<file path="config.mk">
export PLATFORM = sky130hd
export DESIGN_NAME = in_pass4_sync_filter
export DESIGN_NICKNAME = d
export VERILOG_FILES = /design/src/rtl/in_pass4_sync_filter.sv
export SDC_FILE = /design/constraint.sdc
export NUM_CORES = 1
export LEC_CHECK = 0
export ABC_CLOCK_PERIOD_IN_PS = 1400
export CAP_MARGIN = 0
export CORE_ASPECT_RATIO = 1.25
export CORE_MARGIN = 2
export CORE_UTILIZATION = 35
export CTS_CLUSTER_SIZE = 10
export DETAILED_ROUTE_END_ITERATION = 12
export PLACE_DENSITY = 0.58
export REMOVE_ABC_BUFFERS = 1
export SYNTH_ARGS = -nofsm -noshare
export SYNTH_HDL_FRONTEND = slang
export SYNTH_SLANG_ARGS = --single-unit
</file>
<file path="constraint.sdc">
create_clock -name UserCLK -period 1.4 [get_ports UserCLK]
set_input_delay 0.28 -clock UserCLK [delete_from_list [all_inputs] [get_ports UserCLK]]
set_output_delay 0.28 -clock UserCLK [all_outputs]
set_load 0.01 [all_outputs]
</file>
<file path="src/rtl/in_pass4_sync_filter.sv">
// Four-channel input pass BEL: pad inputs cross into the UserCLK domain through
// a 2-flop synchronizer, then a per-channel debouncer and rising-edge detector.
module in_pass4_sync_filter #(
  parameter int NoConfigBits    = 8,
  parameter int DEBOUNCE_CYCLES = 4
) (
  input  logic                    UserCLK,
  input  logic                    UserRST,
  input  logic [3:0]              I,
  output logic [3:0]              O,
  input  logic [NoConfigBits-1:0] ConfigBits
);

  localparam logic [1:0] MODE_BYPASS = 2'b00;
  localparam logic [1:0] MODE_SYNC   = 2'b01;
  localparam logic [1:0] MODE_LEVEL  = 2'b10;
  localparam logic [1:0] MODE_PULSE  = 2'b11;

  localparam logic [7:0] CNT_LAST = 8'(DEBOUNCE_CYCLES - 1);

  for (genvar k = 0; k < 4; k++) begin : g_chan
    logic       s1;
    logic       s2;
    logic       db;
    logic       db_q;
    logic [7:0] cnt;
    logic [1:0] mode;
    logic       chan_out;

    // State runs in every mode so a mode change never disturbs timing.
    always_ff @(posedge UserCLK) begin
      if (UserRST) begin
        s1   <= 1'b0;
        s2   <= 1'b0;
        db   <= 1'b0;
        db_q <= 1'b0;
        cnt  <= 8'd0;
      end else begin
        s1   <= I[k];
        s2   <= s1;
        db_q <= db;
        if (s2 == db) begin
          cnt <= 8'd0;
        end else if (cnt >= CNT_LAST) begin
          db  <= s2;
          cnt <= 8'd0;
        end else begin
          cnt <= cnt + 8'd1;
        end
      end
    end

    assign mode = ConfigBits[2*k +: 2];

    always_comb begin
      chan_out = 1'b0;
      case (mode)
        MODE_BYPASS: chan_out = I[k];
        MODE_SYNC:   chan_out = s2;
        MODE_LEVEL:  chan_out = db;
        MODE_PULSE:  chan_out = db & ~db_q;
        default:     chan_out = 1'b0;
      endcase
    end

    assign O[k] = chan_out;
  end

endmodule

</file>
==> summary.txt <==
Outcome -> finished with violations
Violated checks -> negative setup slack
Sequential area share after synthesis -> 0.645
CTS tree -> yes
Post-synth EDFFs -> 0
Tmin final -> 1.42 ns
Final cell count without fillers -> 238
Root Buffer -> clkbuf_8
Synth Instances -> 125
CP top delay family -> flip-flops
Gr ovfl total -> 0
Cell with the most instances after synthesis -> dfxtp_1
Drt via density -> 4.22
Power per cell area -> 1280 nW/um^2
Share of the synthesized area in the top cell type -> 0.645
Crit path kind -> reg2out
Synth cell types -> 23
CP Cell Sequence -> nand2_1 -> o21ai_0 -> a221oi_1 -> buf_2
Via count -> 1004
Adder-cell share of the synthesized area -> 0.0336
CP max stage delay -> 0.31 ns
Reg-to-Reg Start -> g_chan[2].cnt[0]$_SDFF_PP0_
Core area -> 4100 um^2
Starting Density -> 0.363
Maximum fanout along the worst path -> 1
# nets final -> 199
Final Util -> 0.486
Port bufs -> 17
Leakage -> 0.856 nW
RePlAce Congestion -> 0.764
HPWL Detailed -> 1.72 mm
Antenna Nets Post-Route -> 0
Fillers -> 432
Leading cell types by count after synthesis -> dfxtp_1, nor2b_1, nor3_1
Placed Cells incl. Taps -> 230
Remaining DRCs -> 0
FF+latch area -> 965 um^2
Max-Cap Viols -> 0
CTS max path bufs -> 2
Final Hold Fails -> 0
Final WS setup -> -0.0231 ns
Cell taking the most area after synthesis -> dfxtp_1
Total track usage -> 0.109
CP bufs+invs -> 1
VDD IR max -> 0.691 mV
Post-Synth Simple-Gate Area -> 0.181
CTS Buf Count -> 5
Synth area leaders -> dfxtp_1, nor2b_1, ha_1
Die X -> 62.3 um
Commonest register cell after synthesis -> dfxtp_1
Final wirelength -> 2.30 mm
Startpoint Class -> flip-flop
Fin crit share -> 1.02
Post-synthesis async set-or-reset flop share -> 0
Slew Viols, Final -> 0
Req. time, crit path -> 1.12 ns
HP Class -> in2reg
Slowest cell on the critical path -> dfxtp_1
Post-Synthesis Cell Area -> 1490 um^2
F_max -> 703 MHz
TritonCTS Sinks -> 48
Yosys reg bits -> 48
Global-route wire length before repair -> 4.02 mm
Multi-input logic area -> 566 um^2
Synthesis Warnings -> 0
Hold Path Origin -> I[1]
1st-pass router iterations -> 4
Clk Latency, worst-skew pair -> 0.30 ns
Clk slew on worst S/H paths -> 0.09 ns
Power, Total -> 2.55 mW
Die area -> 4790 um^2
Routed len/inst -> 9.66 um
Worst setup EP type -> output pin
XOR/XNOR Fraction of Synth Area -> 0.0235
RSZ-0062 raised after global routing -> true
Row cnt -> 26
Antenna violations before repair -> 0
Layout cells sized above 1 -> 0.214
Die Ht -> 76.9 um
Final TNS setup -> -0.0231 ns
Hold buffers post-CTS -> 0
Largest net degree at the start of global routing -> 16
Area Growth Syn to Fin -> 33.7%
Mux cell area share after synthesis -> 0.0227
Largest family of logic cells by synthesized area -> simple AND/OR/NAND/NOR gates
H-tree Lvls -> 2
CP arrival -> 1.14 ns
1st-iter DRT viols -> 12
Final setup vio count -> 1
Ant. Diodes -> 0
Mean Syn Cell Area -> 11.9 um^2
Synth Area in Compound Gates -> 0.0462
Vias in the first global route -> 1018
Worst clock skew -> 0.00572 ns
Ports -> 18
Beginning of the critical path -> g_chan[3].db_q$_SDFF_PP0_
[per-stage QoR]
step                instance area, um^2  setup WS, ns  hold WS (ns)
finish                             1990       -0.0231         0.343
global route                       1990       -0.0931         0.357
CTS                                1970       -0.0456         0.339
detailed placement                 1890        -0.615         0.423
global placement                   1890        -0.567         0.409
floorplan                          1530         0.237         0.352
[layout make-up]
class                           count  share of cell area
Clock buffer                        5              0.0346
Clock inverter                      3              0.0214
Inverter                            5             0.00943
Multi-Input combinational cell     89               0.284
Sequential cell                    48               0.485
Tap cell                           56              0.0352
Timing Repair Buffer               32               0.131
[repair_timing]
item	CTS	global route
gates cloned	0	0
buffers inserted	0	0
resized for setup	33	5
endpoints found under the hold margin	0	0
endpoints found under the setup margin	4	4
pin swaps	1	2
[registers in the layout, indices dropped and copies added, names as in the netlist]
signal and flops:
g_chan.cnt 32, g_chan.db 4, g_chan.db_q 4, g_chan.s1 4, g_chan.s2 4
[path summary, 6_finish.rpt]
path              slack, ns                     endpoint  cells after the start
setup / recovery      -0.02                         O[3]                      4
hold / removal         0.34      g_chan[1].s1$_SDFF_PP0_                      2
setup reg to reg       0.17    g_chan[2].db$_SDFFE_PP0P_                      4
hold reg to reg        0.44  g_chan[0].cnt[0]$_SDFF_PP0_                      1
[logic make-up (layout without fill, tap and decap cells)]
logic type	count (synthesis)	in the layout
compound gates	10	10
xor+xnor	4	4
fa+ha+maj	4	4
buf+inv	11	45
flops	48	48
mux	3	3
other cells	1	24
simple gates	44	44
[metal layers]
layer  GRT usage  share of wire
met1      0.0944           0.37
met2       0.210           0.55
met3      0.0440          0.056
met4      0.0600          0.020
met5           0              0
[cell usage in the layout (no fill, tap or decap), types with 2 or more instances in the layout]
master	instances
nor2_1	6
nor3_1	8
conb_1	24
nor4b_1	3
inv_1	5
a221oi_2	2
nor4_1	3
clkbuf_8	5
o21ai_1	2
dfxtp_2	3
nand2_1	6
buf_4	14
dlygate4sd2_1	12
nor4_2	4
xnor2_1	3
ha_1	4
a221oi_1	2
nor2b_1	10
dfxtp_1	45
buf_2	4
mux2_1	3
[report_power, final]
| part | total, mW | internal, mW | leakage [nW] | switching [mW] |
|---|---|---|---|---|
| combinational | 0.150 | 0.0823 | 0.403 | 0.0673 |
| sequential | 1.44 | 1.42 | 0.399 | 0.0182 |
| clock | 0.961 | 0.528 | 0.0541 | 0.433 |
| total | 2.55 | 2.03 | 0.856 | 0.518 |
No activity file was read; power rests on OpenSTA's default activity.
